[src/rtl/lsu_pkg.sv]
// Shared encodings and helpers for the load/store unit.
package lsu_pkg;
  localparam logic [1:0] SZ_B = 2'b00;
  localparam logic [1:0] SZ_H = 2'b01;
  localparam logic [1:0] SZ_W = 2'b10;
  localparam logic [1:0] SZ_D = 2'b11;

  typedef enum logic [2:0] {IDLE, RD, RMW, WR, ERR, RESP} state_t;

  function automatic logic [3:0] bytes_of(input logic [1:0] size);
    return 4'd1 << size;
  endfunction
endpackage

[src/rtl/be_lane_unit.sv]
// Big-endian field extract (with sign/zero extension) and field merge within a doubleword.
module be_lane_unit
  import lsu_pkg::*;
(
  input  logic [63:0] dword,
  input  logic [1:0]  size,
  input  logic [2:0]  offset,
  input  logic        sign,
  input  logic [63:0] wdata,
  output logic [63:0] ext,
  output logic [63:0] merged
);
  logic [2:0]  lanes;
  logic [5:0]  shift;
  logic [63:0] low_mask;
  logic [63:0] field;

  always_comb begin
    // Byte 0 is the MSB lane, so the field sits (8 - o - n) lanes above bit 0.
    lanes = 3'(4'd8 - {1'b0, offset} - bytes_of(size));
    shift = {lanes, 3'b000};
    case (size)
      SZ_B:    low_mask = 64'h0000_0000_0000_00FF;
      SZ_H:    low_mask = 64'h0000_0000_0000_FFFF;
      SZ_W:    low_mask = 64'h0000_0000_FFFF_FFFF;
      default: low_mask = 64'hFFFF_FFFF_FFFF_FFFF;
    endcase
    field  = (dword >> shift) & low_mask;
    merged = (dword & ~(low_mask << shift)) | ((wdata & low_mask) << shift);
    ext    = field;
    if (sign) begin
      case (size)
        SZ_B:    ext = {{56{field[7]}}, field[7:0]};
        SZ_H:    ext = {{48{field[15]}}, field[15:0]};
        SZ_W:    ext = {{32{field[31]}}, field[31:0]};
        default: ext = field;
      endcase
    end
  end
endmodule

[src/rtl/load_store_unit.sv]
// Multi-cycle load/store initiator for a 64-bit big-endian data memory; sub-doubleword stores use read-modify-write.
module load_store_unit
  import lsu_pkg::*;
#(
  parameter int MEM_AW = 8
) (
  input  logic        clock,
  input  logic        reset,
  input  logic        req_valid,
  output logic        req_ready,
  input  logic        req_write,
  input  logic [1:0]  req_size,
  input  logic        req_signed,
  input  logic [63:0] req_addr,
  input  logic [63:0] req_wdata,
  output logic        resp_valid,
  output logic [63:0] resp_rdata,
  output logic        resp_error,
  output logic [63:0] mem_Address,
  output logic        mem_MemRead,
  output logic        mem_MemWrite,
  output logic [63:0] mem_WriteData,
  input  logic [63:0] mem_ReadData
);
  state_t      state, next;
  logic        q_write, q_signed, err_q;
  logic [1:0]  q_size;
  logic [63:0] q_addr, q_wdata, rdbuf, merged;
  logic [63:0] lane_ext, lane_merged, lane_dword, base;
  logic [2:0]  align_mask;
  logic        bad;

  assign align_mask = 3'(bytes_of(req_size) - 4'd1);
  assign bad        = (|(req_addr[2:0] & align_mask)) || (|(req_addr >> MEM_AW));
  assign base       = {q_addr[63:3], 3'b000};
  // RMW merges against live read data; RESP extracts from the captured buffer.
  assign lane_dword = (state == RMW) ? mem_ReadData : rdbuf;

  be_lane_unit u_lane (
    .dword  (lane_dword),
    .size   (q_size),
    .offset (q_addr[2:0]),
    .sign   (q_signed),
    .wdata  (q_wdata),
    .ext    (lane_ext),
    .merged (lane_merged)
  );

  always_ff @(posedge clock or posedge reset) begin
    if (reset) begin
      state    <= IDLE;
      q_write  <= 1'b0;
      q_signed <= 1'b0;
      q_size   <= SZ_B;
      q_addr   <= '0;
      q_wdata  <= '0;
      err_q    <= 1'b0;
      rdbuf    <= '0;
      merged   <= '0;
    end else begin
      state <= next;
      case (state)
        IDLE: if (req_valid) begin
          q_write  <= req_write;
          q_signed <= req_signed;
          q_size   <= req_size;
          q_addr   <= req_addr;
          q_wdata  <= req_wdata;
          err_q    <= bad;
          merged   <= req_wdata;
        end
        RD:  rdbuf <= mem_ReadData;
        RMW: begin
          rdbuf  <= mem_ReadData;
          merged <= lane_merged;
        end
        default: ;
      endcase
    end
  end

  always_comb begin
    next          = state;
    req_ready     = 1'b0;
    resp_valid    = 1'b0;
    resp_error    = 1'b0;
    resp_rdata    = '0;
    mem_MemRead   = 1'b0;
    mem_MemWrite  = 1'b0;
    mem_Address   = '0;
    mem_WriteData = '0;
    case (state)
      IDLE: begin
        req_ready = 1'b1;
        if (req_valid) begin
          if (bad)                 next = ERR;
          else if (!req_write)     next = RD;
          else if (req_size == SZ_D) next = WR;
          else                     next = RMW;
        end
      end
      RD: begin
        mem_MemRead = 1'b1;
        mem_Address = base;
        next        = RESP;
      end
      RMW: begin
        mem_MemRead = 1'b1;
        mem_Address = base;
        next        = WR;
      end
      WR: begin
        mem_MemWrite  = 1'b1;
        mem_Address   = base;
        mem_WriteData = merged;
        next          = RESP;
      end
      ERR: next = RESP;
      RESP: begin
        resp_valid = 1'b1;
        resp_error = err_q;
        if (!q_write && !err_q) resp_rdata = lane_ext;
        next = IDLE;
      end
      default: next = IDLE;
    endcase
  end
endmodule
[config.mk]
export PLATFORM = sky130hd
export DESIGN_NAME = load_store_unit
export DESIGN_NICKNAME = d
export VERILOG_FILES = /design/src/rtl/lsu_pkg.sv /design/src/rtl/be_lane_unit.sv /design/src/rtl/load_store_unit.sv
export SDC_FILE = /design/constraint.sdc
export NUM_CORES = 1
export LEC_CHECK = 0
export CAP_MARGIN = 5
export CORE_ASPECT_RATIO = 1.5
export CORE_MARGIN = 2
export CORE_UTILIZATION = 51
export CTS_BUF_LIST = sky130_fd_sc_hd__clkbuf_16
export DETAILED_ROUTE_END_ITERATION = 7
export GPL_ROUTABILITY_DRIVEN = 0
export PLACE_DENSITY = 0.77
export SYNTH_ARGS = -nofsm -noshare
export SYNTH_HDL_FRONTEND = slang
export SYNTH_SLANG_ARGS = --single-unit
[constraint.sdc]
create_clock -name clock -period 14.3 [get_ports clock]
set_input_delay 4.29 -clock clock [delete_from_list [all_inputs] [get_ports clock]]
set_output_delay 4.29 -clock clock [all_outputs]
set_load 0.02 [all_outputs]
==> summary.txt, run 1 <==
Status
  – Status: finished with violations
  – Failing checks: design-rule violations

STA
  – Max Fclk: 0.0867 GHz
  – Min Clock Period, post-route: 11530 ps
  – Final hold violation count: 0
  – Worst clock skew: 11.2 ps
  – Tcrit/Tclk final: 0.806
  – Final setup vio count: 0
  – Slew Limit Headroom: 0.149
  – Actual slew at the worst max-slew pin: 1270 ps
  – Unrepaired setup endpoints after global routing: no
  – Final Max Slew Viols: 0
  – Final hold slack: 470 ps
  – Setup TNS: 0 ps

Clocking
  – TritonCTS clock tree: done
  – Worst skew pair latency: 560 ps
  – Clock Sinks: 264
  – Total number of H-tree levels: 1
  – Clock Tree Root: clkbuf_16
  – Setup Fix Bufs, Post-CTS: 0
  – Post_cts resized: 0
  – CTS Hold Buffers Added: 0
  – CTS buffer count: 27
  – Clock-pin transition on the worst setup and hold timing paths: 70 ps
  – Bufs on Longest Clock Path: 3

Finish
  – Fin cells: 2688
  – Final core occ: 0.669
  – Final #Nets: 2453
  – Share of cells above drive strength 1: 0.104
  – Layout Area Growth over Synthesis: 29.0%
  – Fillers: 2722

Die
  – Die area: 34700 um^2
  – Core ar.: 32600 um^2
  – Die height: 227 um
  – Starting Density: 0.518
  – Die width: 153 um
  – I/O pin count: 396
  – # rows: 81

Drt
  – Number of DRC markers in iteration 0: 1858
  – WL final: 66600 um
  – Drc violations: 22
  – Drt pass-1 iters: 8
  – Vias: 16900
  – Vias per cell: 6.30
  – Avg WL per Cell: 24.8 um
  – Antenna Nets Post-Route: 0

Synthesis
  – Yosys warns: 0
  – Mapped cell area: 16900 um^2
  – Cells taking the most area after synthesis: dfrtp_1 (39%), nand2_1 (12%), mux2_2 (7.7%), and2_1 (5.4%), mux2i_1 (4.6%)
  – Top-area cell type share of the netlist area: 0.391
  – Register area share after synthesis: 0.391
  – Synthesized instance count: 1982
  – Async SR Flop Fraction: 1.00
  – Post-synth EDFFs: 0
  – Top-count cell post-synth: nand2_1
  – Synth cell count leaders: nand2_1 (524), dfrtp_1 (264), and2_1 (146)
  – Syn_area_per_cell: 8.53 um^2
  – Post-synth top area cell: dfrtp_1
  – Synth Flop Type: dfrtp_1
  – Number of distinct library cells after synthesis: 69
  – Seq cells post-synth: 264

Critical path
  – Startpoint types: input port
  – Critical Path RT: 10010 ps
  – Critical path origin: mem_ReadData[63]
  – CP arrival: 7240 ps
  – CP endpoint kind: output port
  – Setup CP Type: in2out
  – Crit Path Max Fanout: 33
  – R2R Path Start: q_size[1]$_DFFE_PP0P_

Pwr
  – Leak: 9.47 nW
  – Max VDD drop: 0.000511 V
  – PD cells: 294 nW/um^2
  – Sw Share: 0.520
  – Net switching power: 3.33 mW
  – Sequential power share: 0.219
  – Internal power: 3.08 mW
  – Clock share of power: 0.120
  – Combinational share of power: 0.660

Placement
  – Placed Cells: 2636
  – Dpl hpwl: 48400 um
  – IO buf count: 392

Global routing
  – Vias in the first global route: 16700
  – GRT met2 Usage: 0.627
  – Total gr overflow: 0
  – Met3 usage: 0.0992
  – Global-route wire length before repair: 99000 um
  – Largest net degree at the start of global routing: 130
  – Gr usage total: 0.372
  – Most Used Layer, Global Route: met2
  – Initial antenna violation count: 4
  – M1 GR Usage: 0.409

Worst hold path
  – Hold_sp: q_addr[54]$_DFFE_PP0P_
  – Worst hold path type: reg2reg

Run
  – Max-cap viol count: 0
## area by class of cell
class	count	area (um^2)	share of cell area
sequential	264	6610	0.303
antenna	4	10.0	0.000459
inverter	23	93.8	0.00430
multi-input combinational	1523	9590	0.439
clock inverter	21	258	0.0118
tap	415	519	0.0238
clock buffer	27	676	0.0310
timing repair buffer	411	4070	0.186
## sequential cells by signal, summed over array words and instances (netlist names)
signal and count:
err_q 1, q_addr 64, merged 64, q_signed 1
state 3, q_size 2, rdbuf 64, q_write 1
q_wdata 64
## worst max-delay path: stages
cell and delay [ps]:
clkdlybuf4s50_1 510, mux4_2 550, o2bb2ai_2 170, o211a_1 280, o41ai_4 290, buf_4 420
a21oi_1 100, clkdlybuf4s50_1 610
## per-layer routing
metal  up-vias  part of all wire
met5         -                 0
li1       7456                 -
met4         0             0.086
met2      1104              0.48
met3       305              0.10
met1      8062              0.34
## worst paths after layout
path / to / slack (ps) / cells after the start
worst min-delay path: q_addr[54]$_DFFE_PP0P_ / 470 / 2
worst max-delay path: resp_rdata[53] / 2770 / 8
min in group asynchronous: q_addr[31]$_DFFE_PP0P_ / 4320 / 2
worst min register to register: q_addr[54]$_DFFE_PP0P_ / 470 / 2
worst max register to register: merged[33]$_DFFE_PP0P_ / 9140 / 9
max in group asynchronous: rdbuf[32]$_DFFE_PP0P_ / 8310 / 3
## cell usage in the layout, fill, tap and decap left out, types with 11 or more instances in the layout
master,n
a21oi_1,80
mux2_2,116
o21ai_0,59
o211ai_1,18
dfrtp_1,263
a211oi_1,44
clkbuf_16,27
a31oi_1,39
a221oi_1,24
nand3_1,22
inv_1,22
a211o_1,12
nor2_1,102
and2_1,145
nand2_1,523
a22oi_1,20
o31ai_1,12
nor3_1,14
buf_4,19
clkdlybuf4s50_1,392
mux4_2,21
nor4_1,14
nor2b_1,14
a21o_1,11
mux2i_1,77
and3_1,19
## logic make-up (layout without fill, tap and decap cells)
family,after synthesis,after routing,share of synthesized area
flops,264,264,0.391
mux,214,214,0.151
simple gates,894,894,0.237
fa+ha+maj,4,4,0.00296
buf+inv,197,482,0.0479
xor+xnor,4,4,0.00289
compound gates,404,404,0.167
other cells,1,7,0.000222
## per-stage QoR
stage          total power [mW]  cell area [um^2]  worst slack [ps]
5_1_grt                    6.71             21800              2640
3_3_place_gp               5.38             20900              2940
4_1_cts                    6.23             21800              2810
3_5_place_dp               5.44             20900              2820
6_report                   6.41             21800              2770
2_1_floorplan              4.18             16900              2740
## power groups by stage
stage	Combinational (mW)	Clock (mW)	Sequential, mW
floorplan	2.92	0	1.26
global placement	4.00	0	1.38
detailed placement	4.04	0	1.40
CTS	4.07	0.774	1.39
global route	4.48	0.801	1.43
finish	4.23	0.770	1.41
Note: power is estimated with default switching activity, not from simulation.
==> run 2: changes to the inputs <==
--- a/config.mk
+++ b/config.mk
@@ -8,11 +8,11 @@
 export CAP_MARGIN = 5
 export CORE_ASPECT_RATIO = 1.5
 export CORE_MARGIN = 2
-export CORE_UTILIZATION = 51
+export CORE_UTILIZATION = 46
 export CTS_BUF_LIST = sky130_fd_sc_hd__clkbuf_16
 export DETAILED_ROUTE_END_ITERATION = 7
 export GPL_ROUTABILITY_DRIVEN = 0
-export PLACE_DENSITY = 0.77
+export PLACE_DENSITY = 0.73
 export SYNTH_ARGS = -nofsm -noshare
 export SYNTH_HDL_FRONTEND = slang
 export SYNTH_SLANG_ARGS = --single-unit
==> constraint.sdc (replaced) <==
create_clock -name clock -period 9.6 [get_ports clock]
set_input_delay 2.88 -clock clock [delete_from_list [all_inputs] [get_ports clock]]
set_output_delay 2.88 -clock clock [all_outputs]
set_load 0.02 [all_outputs]
==> summary.txt, run 2 (same netlist as run 1, synthesis figures left out) <==
Global routing
  – Total gr overflow: 0
  – Vias in the first global route: 16700
  – GRT met2 Usage: 0.582
  – Largest net degree at the start of global routing: 126
  – Gr usage total: 0.348
  – Met3 usage: 0.0736
  – Global-route wire length before repair: 101000 um
  – Most Used Layer, Global Route: met2
  – Initial antenna violation count: 3
  – M1 GR Usage: 0.397

Finish
  – Design area: 21900 um^2
  – Share of cells above drive strength 1: 0.105
  – Fillers: 3245
  – Most frequent cells in the layout: nand2_1 (523), clkdlybuf4s50_1 (392), dfrtp_1 (264)
  – Layout Area Growth over Synthesis: 29.2%
  – Leading cell type in the layout, fill and taps excluded: nand2_1
  – Final #Nets: 2460

Pwr
  – Design Power: 9.54 mW
  – PD cells: 437 nW/um^2
  – Combinational share of power: 0.674
  – Net switching power: 5.04 mW
  – Leak: 9.48 nW
  – Internal power: 4.50 mW
  – Max VDD drop: 0.000328 V
  – Sw Share: 0.528
  – Clock share of power: 0.108
  – Sequential power share: 0.218

Critical path
  – Setup CP Type: in2out
  – Crit Path Max Fanout: 33
  – Critical Path RT: 6720 ps
  – Slowest library cell on the worst path: clkdlybuf4s50_1
  – CP arrival: 5860 ps
  – CP peak stage delay: 680 ps
  – Crit path cell chain: clkdlybuf4s50_1 -> mux2i_1 -> mux4_2 -> nand2_1 -> o211a_1 -> o41ai_4 -> buf_4 -> a21oi_1 -> clkdlybuf4s50_1
  – CP endpoint kind: output port
  – Startpoint types: input port
  – Most frequent CP cell: clkdlybuf4s50_1
  – R2R Path Start: q_size[1]$_DFFE_PP0P_
  – Critical path origin: mem_ReadData[39]

Clocking
  – TritonCTS clock tree: done
  – Setup Fix Bufs, Post-CTS: 0
  – Bufs on Longest Clock Path: 3
  – Worst skew pair latency: 550 ps
  – Clock-pin transition on the worst setup and hold timing paths: 60 ps
  – Post_cts resized: 0
  – CTS buffer count: 27
  – CTS Hold Buffers Added: 0
  – Total number of H-tree levels: 1
  – Clock Tree Root: clkbuf_16
  – Clock Sinks: 264

STA
  – Unrepaired setup endpoints after global routing: no
  – Worst clock skew: 7.87 ps
  – Max Fclk: 0.114 GHz
  – Final hold violation count: 0
  – Tcrit/Tclk final: 0.910
  – Slew Limit Headroom: 0.0918
  – Actual slew at the worst max-slew pin: 1350 ps
  – Min Clock Period, post-route: 8740 ps
  – Setup TNS: 0 ps
  – Final Max Slew Viols: 0
  – Final setup vio count: 0

Die
  – Die height: 239 um
  – Starting Density: 0.464
  – Core ar.: 36500 um^2
  – Die area: 38300 um^2
  – I/O pin count: 396
  – Die width: 161 um
  – # rows: 86

Placement
  – IO buf count: 392
  – Post-place instance area: 21000 um^2
  – Dpl hpwl: 50600 um

Run
  – Max-cap viol count: 0

Drt
  – Vias per cell: 6.11
  – Number of DRC markers in iteration 0: 1594
  – Drt pass-1 iters: 7
  – Vias: 16900
  – Drc violations: 0
  – WL final: 68200 um
  – Antenna Nets Post-Route: 0
  – Avg WL per Cell: 24.7 um

Status
  – Status: completed

Worst hold path
  – Hold_sp: q_addr[3]$_DFFE_PP0P_
  – Worst hold path type: reg2reg
run 2: changes by cell type in the layout (fill, tap and decap cells not counted), sizes merged:
cell      previous run  this run
buf                 19        26
clkinvlp             2         1
diode                4         2
clkinv              10        15
inv                 26        27
bufinv               6         2
run 2: cell type report:
type / instances / area (um^2) / share of cell area
antenna: 2 / 5.00 / 0.000229
clock buffer: 27 / 676 / 0.0309
clock inverter: 22 / 154 / 0.00704
inverter: 23 / 90.1 / 0.00412
multi-input combinational: 1523 / 9590 / 0.439
sequential: 264 / 6610 / 0.302
tap: 484 / 606 / 0.0277
timing repair buffer: 418 / 4130 / 0.189
run 2: final timing paths:
| kind | endpoint | slack (ps) | depth (start not counted) |
|---|---|---|---|
| setup / recovery | resp_rdata[57] | 860 | 9 |
| hold / removal | q_addr[3]$_DFFE_PP0P_ | 460 | 2 |
| setup reg to reg | merged[57]$_DFFE_PP0P_ | 4840 | 7 |
| hold reg to reg | q_addr[3]$_DFFE_PP0P_ | 460 | 2 |
| max in group asynchronous | rdbuf[37]$_DFFE_PP0P_ | 5530 | 3 |
| min in group asynchronous | rdbuf[4]$_DFFE_PP0P_ | 2760 | 2 |
run 2: power groups by stage:
stage | Sequential (mW) | Clock (mW) | Combinational, mW
after floorplan | 1.87 | 0 | 4.36
after global placement | 2.05 | 0 | 6.12
after detailed placement | 2.07 | 0 | 6.15
after CTS | 2.06 | 1.04 | 6.19
after global routing | 2.12 | 1.08 | 6.80
final | 2.08 | 1.03 | 6.43
run 2: per-stage QoR:
stage | utilization | std cells | setup slack (ps) | hold WS, ps
floorplan | - | 1984 | 2220 | 437
global placement | 0.576 | 2712 | 1030 | 449
detailed placement | 0.576 | 2712 | 946 | 454
CTS | 0.599 | 2761 | 938 | 470
global route | 0.599 | 2763 | 806 | 487
finish | 0.599 | 2763 | 862 | 465
run 2: critical path, delay by kind of cell:
| family | cells | cell delay [ps] |
|---|---|---|
| buffers and inverters | 3 | 1650 |
| multiplexers | 2 | 650 |
| AND/OR/NAND/NOR | 1 | 140 |
| AO/OA/AOI/OAI | 3 | 510 |
run 2: per-layer routing:
metal  wire length [um]  up-vias  share of wire
met1              23400     8058           0.34
met5                 13        -        0.00019
li1                   -     7463              -
met3               6440      295          0.094
met4               5750        2          0.084
met2              32600     1061           0.48
==> run 3: changes to the inputs <==
--- a/config.mk
+++ b/config.mk
@@ -5,6 +5,7 @@
 export SDC_FILE = /design/constraint.sdc
 export NUM_CORES = 1
 export LEC_CHECK = 0
+export ABC_AREA = 1
 export CAP_MARGIN = 5
 export CORE_ASPECT_RATIO = 1.5
 export CORE_MARGIN = 2
@@ -12,7 +13,8 @@
 export CTS_BUF_LIST = sky130_fd_sc_hd__clkbuf_16
 export DETAILED_ROUTE_END_ITERATION = 7
 export GPL_ROUTABILITY_DRIVEN = 0
-export PLACE_DENSITY = 0.73
+export HOLD_SLACK_MARGIN = 0.05
+export PLACE_DENSITY = 0.74
 export SYNTH_ARGS = -nofsm -noshare
 export SYNTH_HDL_FRONTEND = slang
 export SYNTH_SLANG_ARGS = --single-unit
==> summary.txt, run 3 <==
Placement
  – IO buf count: 392
  – Dpl hpwl: 49100 um
  – Post-place instance area: 20600 um^2

STA
  – Max Fclk: 0.120 GHz
  – Worst clock skew: 11.4 ps
  – Setup TNS: 0 ps
  – Slew Limit Headroom: 0.223
  – Final setup vio count: 0
  – Unrepaired setup endpoints after global routing: no
  – Min Clock Period, post-route: 8340 ps
  – Final hold violation count: 0
  – Actual slew at the worst max-slew pin: 1170 ps
  – Tcrit/Tclk final: 0.869
  – Final Max Slew Viols: 0

Clocking
  – Clock-pin transition on the worst setup and hold timing paths: 60 ps
  – Setup Fix Bufs, Post-CTS: 0
  – Clock Tree Root: clkbuf_16
  – CTS Hold Buffers Added: 0
  – TritonCTS clock tree: done
  – Post_cts resized: 0
  – CTS buffer count: 27
  – Worst skew pair latency: 560 ps
  – Clock Sinks: 264
  – Total number of H-tree levels: 1
  – Bufs on Longest Clock Path: 3

Synthesis
  – Number of distinct library cells after synthesis: 40
  – Yosys warns: 0
  – Seq cells post-synth: 264
  – Mux cell area share after synthesis: 0.00300
  – Synth Area in Compound Gates: 0.206
  – Async SR Flop Fraction: 1.00
  – Cells taking the most area after synthesis: dfrtp_1 (40%), nand2_1 (16%), o21ai_0 (9.9%), inv_1 (6.9%), nor2_1 (6.5%)
  – Largest family of logic cells by synthesized area: simple AND/OR/NAND/NOR gates
  – Post-synth top area cell: dfrtp_1
  – Top-area cell type share of the netlist area: 0.396
  – Top-count cell post-synth: nand2_1
  – Mapped cell area: 16700 um^2
  – Syn_area_per_cell: 6.65 um^2
  – Post-synth EDFFs: 0
  – Adder-cell share of the synthesized area: 0.00300
  – Post-Synth XOR/XNOR Area: 0
  – Synth cell count leaders: nand2_1 (696), o21ai_0 (331), inv_1 (307)
  – Simple logic cell fraction of the synthesized area: 0.270
  – Register area share after synthesis: 0.396
  – Synth Flop Type: dfrtp_1
  – Synthesized instance count: 2512

Drt
  – Vias per cell: 5.64
  – Antenna Nets Post-Route: 0
  – Drt pass-1 iters: 6
  – Vias: 18600
  – Number of DRC markers in iteration 0: 1917
  – WL final: 67000 um
  – Drc violations: 0
  – Avg WL per Cell: 20.4 um

Finish
  – Final #Nets: 2993
  – Leading cell type in the layout, fill and taps excluded: nand2_1
  – Most frequent cells in the layout: nand2_1 (694), clkdlybuf4s50_1 (392), o21ai_0 (331)
  – Layout Area Growth over Synthesis: 28.6%
  – Design area: 21500 um^2
  – Share of cells above drive strength 1: 0.0402
  – Fillers: 3417

Worst hold path
  – Worst Hold Depth: 2
  – Worst hold path type: reg2reg

Die
  – Die area: 37900 um^2
  – Die height: 237 um
  – Core ar.: 35800 um^2
  – # rows: 85
  – Die width: 160 um
  – I/O pin count: 396
  – Starting Density: 0.466

Global routing
  – Total gr overflow: 0
  – Vias in the first global route: 18000
  – M1 GR Usage: 0.400
  – Met3 usage: 0.0850
  – Most Used Layer, Global Route: met2
  – Global-route wire length before repair: 102000 um
  – Initial antenna violation count: 2
  – Largest net degree at the start of global routing: 172
  – Gr usage total: 0.345
  – GRT met2 Usage: 0.572

Pwr
  – Design Power: 8.79 mW
  – PD cells: 409 nW/um^2
  – Leak: 9.98 nW
  – Max VDD drop: 0.000320 V

Critical path
  – Crit path cell chain: clkdlybuf4s50_1 -> inv_1 -> nand3_1 -> nand2_2 -> nor2_1 -> nor2_1 -> nor2_1 -> nand3_1 -> nand2_1 -> inv_1 -> nand3_2 -> nand2_2 -> nor2_1 -> clkdlybuf4s50_1
  – Crit path depth: 14
  – Startpoint types: input port
  – Crit Path Max Fanout: 4
  – Critical Path RT: 6720 ps
  – Worst Path Buf+Inv: 4
  – CP endpoint kind: output port
  – FF-to-FF path depth: 15
  – Setup CP Type: in2out
  – Slowest library cell on the worst path: clkdlybuf4s50_1
  – CP arrival: 5460 ps
  – Delay-heaviest family, CP: buffers and inverters
  – Most frequent CP cell: nor2_1
  – CP peak stage delay: 700 ps

Status
  – Status: completed

Run
  – Max-cap viol count: 0
## run 3: worst min-delay path, delay by kind of cell (launching register included)
| kind | cells | cell delay, ps |
|---|---|---|
| flops | 1 | 340 |
| simple gates | 2 | 120 |
## run 3: path summary, 6_finish.rpt
path	startpoint	endpoint	slack [ps]
max in group asynchronous	reset	rdbuf[50]$_DFFE_PP0P_	5260
worst max register to register	q_size[1]$_DFFE_PP0P_	merged[40]$_DFFE_PP0P_	4660
worst max-delay path	mem_ReadData[63]	resp_rdata[31]	1260
worst min register to register	rdbuf[31]$_DFFE_PP0P_	rdbuf[31]$_DFFE_PP0P_	480
worst min-delay path	rdbuf[31]$_DFFE_PP0P_	rdbuf[31]$_DFFE_PP0P_	480
min in group asynchronous	reset	rdbuf[10]$_DFFE_PP0P_	2860
## run 3: final cells by class
type / instances / area [um^2] / share of cell area
inverter: 314 / 1180 / 0.0552
timing repair buffer: 419 / 4150 / 0.193
tap: 478 / 598 / 0.0279
multi-input combinational: 1764 / 8080 / 0.376
antenna: 2 / 5.00 / 0.000233
sequential: 264 / 6610 / 0.308
clock buffer: 27 / 676 / 0.0315
clock inverter: 20 / 174 / 0.00810
## run 3: where the power goes
group / total (mW) / leakage [nW] / internal, mW / switching [mW]
Sequential: 1.92 / 3.26 / 1.65 / 0.268
Clock: 1.06 / 0.429 / 0.590 / 0.467
Combinational: 5.81 / 6.28 / 1.69 / 4.12
Total: 8.79 / 9.98 / 3.93 / 4.86
## run 3: routing by layer
| metal | part of all wire | wire, um | vias up |
|---|---|---|---|
| li1 | - | - | 8565 |
| met1 | 0.36 | 24000 | 8579 |
| met2 | 0.47 | 31500 | 1147 |
| met3 | 0.10 | 6720 | 262 |
| met4 | 0.072 | 4850 | 0 |
| met5 | 0 | 0 | - |
## run 3: per-stage QoR
stage	hold slack [ps]	setup slack, ps	instances	utilization
3_5_place_dp	465	1380	3239	0.575
2_1_floorplan	444	2620	2514	-
3_3_place_gp	464	1490	3239	0.575
6_report	482	1260	3288	0.599
5_1_grt	500	1150	3288	0.599
4_1_cts	481	1370	3286	0.599
## run 3: logic make-up after synthesis
kind of cell,after synthesis
buffers and inverters,486
flip-flops,264
AND/OR/NAND/NOR,1134
adder cells (fa/ha/maj),4
multiplexers,5
other,1
AO/OA/AOI/OAI,618
